**config.mk**
```make
export PLATFORM = sky130hd
export DESIGN_NAME = instruction_sequencer
export DESIGN_NICKNAME = d
export VERILOG_FILES = /design/src/rtl/instruction_sequencer_pkg.sv /design/src/rtl/instruction_sequencer_opcode_decoder.sv /design/src/rtl/instruction_sequencer.sv
export SDC_FILE = /design/constraint.sdc
export NUM_CORES = 1
export LEC_CHECK = 0
export CORE_MARGIN = 2
export CORE_UTILIZATION = 45
export CTS_BUF_LIST = sky130_fd_sc_hd__clkbuf_8
export DETAILED_ROUTE_END_ITERATION = 16
export PLACE_DENSITY = 0.77
export SLEW_MARGIN = 20
export SYNTH_ARGS = -nofsm -noshare
export SYNTH_HDL_FRONTEND = slang
export SYNTH_SLANG_ARGS = --single-unit
export TNS_END_PERCENT = 10
```
**constraint.sdc**
```tcl
create_clock -name clk -period 2.5 [get_ports clk]
set_clock_uncertainty 0.2 [all_clocks]
set_input_delay 0.25 -clock clk [delete_from_list [all_inputs] [get_ports clk]]
set_output_delay 0.25 -clock clk [all_outputs]
set_load 0.1 [all_outputs]
```
**src/rtl/instruction_sequencer_pkg.sv**
```systemverilog
// Core-wide constants for the 16-bit RISC core: widths, opcodes and the
// PC update-style / branch-condition codes shared by sequencer and PC.
package instruction_sequencer_pkg;

    localparam int I_WIDTH   = 16;
    localparam int D_WIDTH   = 16;
    localparam int OP_WIDTH  = 4;
    localparam int CNT_WIDTH = 16;

    // PC update style
    typedef enum logic [1:0] {
        PS_HOLD      = 2'd0,
        PS_INCREMENT = 2'd1,
        PS_REL_JUMP  = 2'd2,
        PS_ABS_JUMP  = 2'd3
    } ps_e;

    // PC branch condition: the PC jumps when BC equals |D
    typedef enum logic {
        BC_ZERO  = 1'b0,
        BC_NZERO = 1'b1
    } bc_e;

    // Opcodes (IR[15:12]); 0x1..0xB is the ALU class
    localparam logic [OP_WIDTH-1:0] OP_NOP    = 4'h0;
    localparam logic [OP_WIDTH-1:0] OP_ALU_LO = 4'h1;
    localparam logic [OP_WIDTH-1:0] OP_ALU_HI = 4'hB;
    localparam logic [OP_WIDTH-1:0] OP_BRZ    = 4'hC;
    localparam logic [OP_WIDTH-1:0] OP_BRNZ   = 4'hD;
    localparam logic [OP_WIDTH-1:0] OP_JR     = 4'hE;
    localparam logic [OP_WIDTH-1:0] OP_HALT   = 4'hF;

endpackage

```
**src/rtl/instruction_sequencer_opcode_decoder.sv**
```systemverilog
// Combinational opcode classifier: one-hot instruction class from IR[15:12].
module opcode_decoder
    import instruction_sequencer_pkg::*;
(
    input  logic [OP_WIDTH-1:0] op,
    output logic                is_alu,
    output logic                is_nop,
    output logic                is_brz,
    output logic                is_brnz,
    output logic                is_jr,
    output logic                is_halt
);

    // Every 4-bit opcode lands in exactly one class
    always_comb begin
        is_alu  = (op >= OP_ALU_LO) && (op <= OP_ALU_HI);
        is_nop  = (op == OP_NOP);
        is_brz  = (op == OP_BRZ);
        is_brnz = (op == OP_BRNZ);
        is_jr   = (op == OP_JR);
        is_halt = (op == OP_HALT);
    end

endmodule

```
**src/rtl/instruction_sequencer.sv**
```systemverilog
// Multicycle control FSM: fetch, decode, execute, writeback and PC update,
// one instruction at a time. Resolves branches from the destination-register
// zero flag so not-taken branches simply increment the PC.
module instruction_sequencer
    import instruction_sequencer_pkg::*;
#(
    parameter int iWidth   = I_WIDTH,
    parameter int opWidth  = OP_WIDTH,
    parameter int cntWidth = CNT_WIDTH
) (
    input  logic                clk,
    input  logic                reset,
    input  logic                run,
    output logic                imem_req,
    input  logic                imem_ready,
    input  logic [iWidth-1:0]   imem_data,
    output logic [iWidth-1:0]   IR,
    output logic                exec_start,
    input  logic                exec_done,
    output logic                rf_we,
    input  logic                d_nz,
    output logic [1:0]          PS,
    output logic                BC,
    output logic                halted,
    output logic [cntWidth-1:0] instr_count
);

    localparam logic [2:0] S_IDLE      = 3'd0;
    localparam logic [2:0] S_FETCH     = 3'd1;
    localparam logic [2:0] S_DECODE    = 3'd2;
    localparam logic [2:0] S_EXECUTE   = 3'd3;
    localparam logic [2:0] S_WRITEBACK = 3'd4;
    localparam logic [2:0] S_UPDATE_PC = 3'd5;
    localparam logic [2:0] S_HALT      = 3'd6;

    logic [2:0] state;
    logic [2:0] next_state;

    // High from the second EXECUTE cycle on; lets exec_start pulse only once
    logic exec_busy;

    logic is_alu, is_nop, is_brz, is_brnz, is_jr, is_halt;

    opcode_decoder u_dec (
        .op      (IR[iWidth-1 -: opWidth]),
        .is_alu  (is_alu),
        .is_nop  (is_nop),
        .is_brz  (is_brz),
        .is_brnz (is_brnz),
        .is_jr   (is_jr),
        .is_halt (is_halt)
    );

    // Next-state logic
    always_comb begin
        next_state = state;
        case (state)
            S_IDLE:      if (run) next_state = S_FETCH;
            S_FETCH:     if (imem_ready) next_state = S_DECODE;
            S_DECODE: begin
                if (is_alu)       next_state = S_EXECUTE;
                else if (is_halt) next_state = S_HALT;
                else              next_state = S_UPDATE_PC;
            end
            S_EXECUTE:   if (exec_done) next_state = S_WRITEBACK;
            S_WRITEBACK: next_state = S_UPDATE_PC;
            S_UPDATE_PC: next_state = S_FETCH;
            S_HALT:      if (run) next_state = S_UPDATE_PC;
            default:     next_state = S_IDLE;
        endcase
    end

    // State, instruction register, retire counter and execute-phase flag
    always_ff @(posedge clk) begin
        if (reset) begin
            state       <= S_IDLE;
            IR          <= '0;
            instr_count <= '0;
            exec_busy   <= 1'b0;
        end else begin
            state     <= next_state;
            exec_busy <= (state == S_EXECUTE) && !exec_done;
            if (state == S_FETCH && imem_ready)
                IR <= imem_data;
            if (state == S_UPDATE_PC)
                instr_count <= instr_count + {{(cntWidth-1){1'b0}}, 1'b1};
        end
    end

    // Handshake/status outputs decode from state only
    always_comb begin
        imem_req   = (state == S_FETCH);
        exec_start = (state == S_EXECUTE) && !exec_busy;
        rf_we      = (state == S_WRITEBACK);
        halted     = (state == S_HALT);
    end

    // PC control: only UPDATE_PC moves the PC. A HALT opcode in IR here means
    // we are resuming, which steps past it like a NOP.
    always_comb begin
        PS = PS_HOLD;
        BC = BC_ZERO;
        if (state == S_UPDATE_PC) begin
            PS = PS_INCREMENT;
            if (is_brz && !d_nz) begin
                PS = PS_REL_JUMP;
                BC = BC_ZERO;
            end else if (is_brnz && d_nz) begin
                PS = PS_REL_JUMP;
                BC = BC_NZERO;
            end else if (is_jr && (d_nz == IR[iWidth-5])) begin
                PS = PS_ABS_JUMP;
                BC = IR[iWidth-5];
            end
        end
    end

endmodule

```
==> results.md, run 1 <==
* RSZ-0062 raised after global routing: false
* Post-synthesis register bit count at 36
* Fin crit period at between 2 and 2.5 ns
* Nets@finish at 287
* Synth Warn # at 0
* CP Cell Sequence: nand3b_4 -> or4_4 -> or3_1 -> a21oi_1
* Crit path largest cell delay at between 0.6 and 0.7 ns
* VDD IR-drop max at 0.0003310 V
* FMAX at between 400 and 500 MHz
* Root Driver: clkbuf_8
* Worst Hold Class: flop to flop
* DR iter-0 viols at 59
* I/O Pins at 61
* Depth of the CTS H-tree at 2
* TritonCTS clock tree: built
* Area Overhead vs Synth at 44.77%
* Vias in the first global route at 1388
* Combinational power share at approximately a fifth
* Syn nets at 229
* Hold path endpoint: IR[6]
* Die width at 63.91 um
* Slowest CP cell: or4_4
* Setup crit end kind: flop
* Antenna violations before repair at 0
* R2R setup slack at 0.33 ns
* Clk slew on worst S/H paths at roughly 0.070 ns
* Register area share after synthesis at 44.62%
* Global-route met1 utilization at 24.01%
* Dpl hpwl at 2738 um
* Vias per cell at 5.113
* Worst skew pair latency at between 0.2 and 0.3 ns
* Drt wl/cell at 11.65 um
* Post-synth EDFFs at 0
* Placer Congestion at between 0.7 and 0.8
* Worst EP arrival at 2.19 ns
* Slew Viols, Final at 0
* Clk network pwr share at a little over a third
* Post-synth ARST share at 0%
* Site Rows at 21
* Routed wire length at 3623 um
* Least-Margin Pin Slew at 0.5538 ns
* Final hold viol count at 0
* PwrDens at 584.2 mW/mm2
* Top_reg_cell synth: dfxtp_1
* Worst setup SP type: flop
* Longest Clk Path Bufs at 2
* Die Ht at about 64 um
* Share of post-route cells with drive strength above 1 at 20.75%
* ANT cells at 0
* Number of distinct library cells after synthesis at 35
* Crit Path Class: flop to flop
* Post-route ant nets at 0
* Mapped cell area at 0.001615 mm2
* Most frequent cells in the layout: nand2_1, dfxtp_1, buf_4
* Syn avg cell area at 7.841 um2
* P_int at 0.9638 mW
* Core area at 0.003390 mm2
* R2r endpoint: instr_count[15]
* DRT Pass-1 Iters at 4
* Busiest grt layer: met2
* Worst Hold Launch: IR[6]
* Most common cell after layout, fill and taps aside: nand2_1
* Hold Path Stages at 2
* Finish-stage setup viols at 0
* Placed insts at 303
* Fin crit share at between 80% and 90%
* LEAKAGE at 0.9047 nW
* Maxcap violations at 0
* CP max FO at 15
* Launch point of the worst reg-to-reg path: state[0]
* Status: completed
* Worst slew margin at 63.08%
* Largest net degree at the start of global routing at 22
* DRC errors left at 0
* Vias at 1590
* Post-CTS Hold Fix Bufs at 0
* Cell Count, Final, Fillers Out at around 310
* Total track usage at 19.60%
* GR Layer Usage met3 at 4.930%
* Initial Util at 47.66%
* Post-Synthesis Cells at 206
* Global-route wire length before repair at 6306 um
* Switching Share at between 20 and 30%
* Fillers at 282
* Post-CTS resize count at 0
* Total power at 1.366 mW
* # port buffers at 60
* CP required at 2.52 ns
* Part of the power in registers at ~45%
* Setup bufs post-CTS at 0
* Num CTS Buffers at 5
* CTS sink cnt at 36
* Die ar. at 0.004084 mm2
* Switching power at 0.4024 mW
* Gr ovfl total at 0
* Path depth of the worst reg2reg path at 4
* GRT met2 Usage at 32.55%
per-layer routing:
layer / share of wire, % / up-vias
li1: - / 824
met1: 44 / 713
met2: 48 / 45
met3: 5.9 / 8
met4: 1.7 / 0
met5: 0 / -
final cells by class:
class	count	area, um2	area share [%]
inverter	6	22.52	0.9631
multi-input combinational	153	849.6	36.33
timing repair buffer	62	580.6	24.83
sequential	36	720.7	30.82
clock buffer	5	68.82	2.943
clock inverter	3	38.79	1.659
tap	46	57.56	2.461
synth_stat cells (2+ instances only):
master / number / area share, %
or3_1: 5 / 1.9
nor3b_1: 2 / 0.93
o21ai_0: 7 / 2.2
a21oi_1: 28 / 8.7
nand2b_1: 3 / 1.2
nand2_1: 43 / 10
inv_1: 6 / 1.4
nor4_1: 2 / 0.77
nor2_1: 15 / 3.5
xnor2_1: 7 / 3.8
buf_2: 2 / 0.62
nand3_1: 6 / 1.9
nor3_1: 9 / 2.8
nor2b_1: 2 / 0.77
dfxtp_1: 36 / 45
nand4_1: 5 / 1.9
xor2_1: 2 / 1.1
clkbuf_1: 9 / 2.1
cell families (layout without fill, tap and decap cells):
logic type / Yosys count / after routing / synth area share [%]
DFF: 36 / 36 / 44.62
and+or+nand+nor: 98 / 98 / 29.43
buffers and inverters: 17 / 76 / 4.105
AOI/OAI and AO/OA: 43 / 43 / 14.87
xor gates and xnor gates: 9 / 9 / 4.880
adders and majority gates: 1 / 1 / 0.7745
muxes: 2 / 2 / 1.317
registers in the layout, summed over array words and instances, names as in the netlist:
| name | flops |
|---|---|
| IR | 16 |
| exec_busy | 1 |
| instr_count | 16 |
| state | 3 |
critical path, delay by kind of cell (launching register included):
family	cells	cell delay [ns]
AND/OR/NAND/NOR	3	1.16
flip-flops	1	0.59
AO/OA/AOI/OAI	1	0.15
power groups by stage:
stage / Clock [mW] / Sequential (mW) / Combinational, mW
5_1_grt: 0.531 / 0.619 / 0.278
4_1_cts: 0.505 / 0.614 / 0.262
2_1_floorplan: 0 / 0.711 / 0.102
3_5_place_dp: 0 / 0.627 / 0.262
6_report: 0.491 / 0.615 / 0.260
3_3_place_gp: 0 / 0.627 / 0.261
worst max path at each step:
stage	from	end
detailed placement	state[0]	instr_count[15]
global placement	state[0]	instr_count[15]
finish	state[0]	instr_count[15]
global route	state[0]	instr_count[15]
CTS	state[0]	instr_count[15]
floorplan	IR[13]	PS[0]
through the flow:
stage | setup TNS (ns) | worst slack [ns] | util, % | hold slack (ns) | cell area (um2)
floorplan | -1.719 | -0.8176 | - | 0.1285 | 1637
global placement | 0 | 0.4234 | 65.82 | 0.2433 | 2231
detailed placement | 0 | 0.3559 | 65.82 | 0.2469 | 2231
CTS | 0 | 0.3349 | 68.99 | 0.2568 | 2338
global route | 0 | 0.2167 | 68.99 | 0.2815 | 2338
finish | 0 | 0.3284 | 68.99 | 0.2555 | 2338
No activity file was read; power rests on OpenSTA's default activity.
==> run 2: changes to the inputs <==
Settings changed: HOLD_SLACK_MARGIN set to 0.15.
==> results of run 2 <==
Final layout, timing and power as in run 1 (identical DEF).
==> run 3: changes to the inputs <==
Settings changed: CELL_PAD_IN_SITES_DETAIL_PLACEMENT set to 1, CELL_PAD_IN_SITES_GLOBAL_PLACEMENT set to 1, CORE_UTILIZATION 45 to 32, PLACE_DENSITY 0.77 to 0.78.
==> run 3 against run 2 <==
Effect of this change:
- critical path type unchanged
- wire length is 15% higher
- sequential share of layout area decreased by 0.47 points
- clock power decreased by 15%
- count of clock-buffer cells in the layout increased by 1
- maximum frequency grew 3.8%
- critical path depth unchanged
==> results.md, run 3 (synthesis results as in run 1) <==
* Status: completed
* # port buffers at 60 (unchanged)
* Placed insts at 326 (+7.6%)
* Biggest regs: IR (16), instr_count (16), state (3)
* Clk slew on worst S/H paths at 0.07 ns (about the same)
* Vias per cell at 4.940 (-3.4%)
* Largest net degree at the start of global routing at 21 (-4.5%)
* Total track usage at 15.86% (-3.7 points)
* Routed wire length at 4164 um (+15%)
* DRT Pass-1 Iters at 4 (unchanged)
* Share of post-route cells with drive strength above 1 at 20.97% (+0.22 points)
* Switching Share at 31.25% (+1.8 points)
* Setup crit start: state[2]
* Hold Path Stages at 2 (unchanged)
* Crit Path Class: flop to flop
* Worst Hold Class: flop to flop
* LEAKAGE at 0.9132 nW (+0.95%)
* Depth of the CTS H-tree at 2 (unchanged)
* Core area at 0.004786 mm2 (+41%)
* Worst Hold Launch: IR[2]
* Slowest CP cell: or4_4
* Worst EP arrival at 2.11 ns (-0.08 ns)
* Vias at 1650 (+3.8%)
* Path depth of the worst reg2reg path at 4 (unchanged)
* Fin crit period at 2.092 ns (-0.07930 ns)
* Drt wl/cell at 12.47 um (+7.0%)
* Setup crit end kind: flop
* RSZ-0062 raised after global routing: false
* Setup bufs post-CTS at 0 (unchanged)
* Post-CTS resize count at 0 (unchanged)
* CP Cell Sequence: nand3b_4 -> or4_4 -> or3_1 -> a21oi_1
* Least-Margin Pin Slew at 0.5575 ns (+0.003660 ns)
* Part of the power in registers at 46.8% (+1.8 points)
* Area Overhead vs Synth at 47.02%
* PwrDens at 549.4 mW/mm2 (-6.0%)
* Worst slew margin at 62.83% (-0.24 points)
* DR iter-0 viols at 65 (+10%)
* Post-route ant nets at 0 (unchanged)
* Gr ovfl total at 0 (unchanged)
* DRC errors left at 0 (unchanged)
* Launch point of the worst reg-to-reg path: state[2]
* Longest Clk Path Bufs at 2 (unchanged)
* Worst skew pair latency at 0.29 ns (about the same)
* Nets@finish at 289 (+0.70%)
* CP max FO at 15 (unchanged)
* Total power at 1.305 mW (-4.5%)
* Global-route wire length before repair at 6851 um (+8.6%)
* Fillers at 586 (+110%)
* TritonCTS clock tree: built
* Slew Viols, Final at 0 (unchanged)
* Crit path largest cell delay at 0.61 ns (about the same)
* ANT cells at 0 (unchanged)
* Maxcap violations at 0 (unchanged)
* Fin crit share at 83.69% (-3.2 points)
* I/O Pins at 61 (unchanged)
* Dpl hpwl at 3148 um (+15%)
* Worst setup SP type: flop
* Die Ht at 75.05 um (+17%)
* Antenna violations before repair at 0 (unchanged)
* Vias in the first global route at 1612 (+16%)
* Initial Util at 33.75% (-14 points)
* Most frequent cells in the layout: nand2_1, buf_4, dfxtp_1
* Final hold viol count at 0 (unchanged)
* P_int at 0.8970 mW (-6.9%)
* Num CTS Buffers at 5 (unchanged)
* Root Driver: clkbuf_8
* Finish-stage setup viols at 0 (unchanged)
* FMAX at 477.9 MHz (+3.8%)
* VDD IR-drop max at 0.0002780 V (-16%)
* Hold WS at 0.2571 ns (+0.001623 ns)
* Switching power at 0.4078 mW (+1.3%)
* Cell Count, Final, Fillers Out at 334 (+7.4%)
* Clk network pwr share at 31.9% (-4.0 points)
* CP required at 2.52 ns (about the same)
* Site Rows at 25 (+19%)
* Placer Congestion at 0.7673 (-0.20%)
* CTS sink cnt at 36 (unchanged)
* Combinational power share at 21.2% (+2.1 points)
* Post-CTS Hold Fix Bufs at 0 (unchanged)
* Die width at 75.05 um (+17%)
* Die ar. at 0.005632 mm2 (+38%)
* Most common cell after layout, fill and taps aside: nand2_1
run 3: changes by cell type in the layout (fill, tap and decap cells not counted):
cell	delta
clkinv_2	-1
clkbuf_8	+1
bufinv_16	-1
inv_1	+1
buf_12	+1
buf_4	+1
run 3: power by group through the flow:
stage | logic, mW | registers [mW] | clock network (mW)
CTS | 0.280 | 0.612 | 0.432
detailed placement | 0.280 | 0.625 | 0
global placement | 0.277 | 0.624 | 0
floorplan | 0.102 | 0.711 | 0
global route | 0.295 | 0.614 | 0.460
finish | 0.277 | 0.611 | 0.416
run 3: critical path, delay by kind of cell (launching register included):
kind	cells	cell delay (ns)
AND/OR/NAND/NOR	3	1.17
flip-flops	1	0.52
AO/OA/AOI/OAI	1	0.14
run 3: stage by stage:
step | util, % | setup slack (ns) | instance area, um2 | setup TNS, ns
after CTS | 49.62 | 0.3906 | 2375 | 0
after global routing | 49.62 | 0.3019 | 2375 | 0
after detailed placement | 47.74 | 0.4168 | 2285 | 0
after global placement | 47.74 | 0.4645 | 2285 | 0
after floorplan | - | -0.8176 | 1637 | -1.719
final | 49.62 | 0.4077 | 2375 | 0
run 3: path summary, 6_finish.rpt:
kind / to / slack, ns
max: instr_count[11] / 0.41
min: IR[2] / 0.26
max reg2reg: instr_count[11] / 0.41
min reg2reg: IR[2] / 0.26
run 3: final cells by class:
| cell class | instances | area, um2 | share of cell area [%] |
|---|---|---|---|
| Inverter | 6 | 22.52 | 0.9484 |
| Multi-Input combinational cell | 153 | 849.6 | 35.77 |
| Clock inverter | 2 | 7.507 | 0.3161 |
| Clock buffer | 6 | 82.58 | 3.477 |
| Sequential cell | 36 | 720.7 | 30.35 |
| Timing Repair Buffer | 64 | 608.1 | 25.61 |
| Tap cell | 67 | 83.83 | 3.530 |
run 3: per-layer routing:
metal | up-vias | track usage (%) | share of wire [%]
li1 | 824 | - | -
met5 | - | 0 | 0
met1 | 771 | 16.69 | 42
met2 | 49 | 27.19 | 48
met4 | 0 | 6.548 | 1.7
met3 | 6 | 7.497 | 8.2
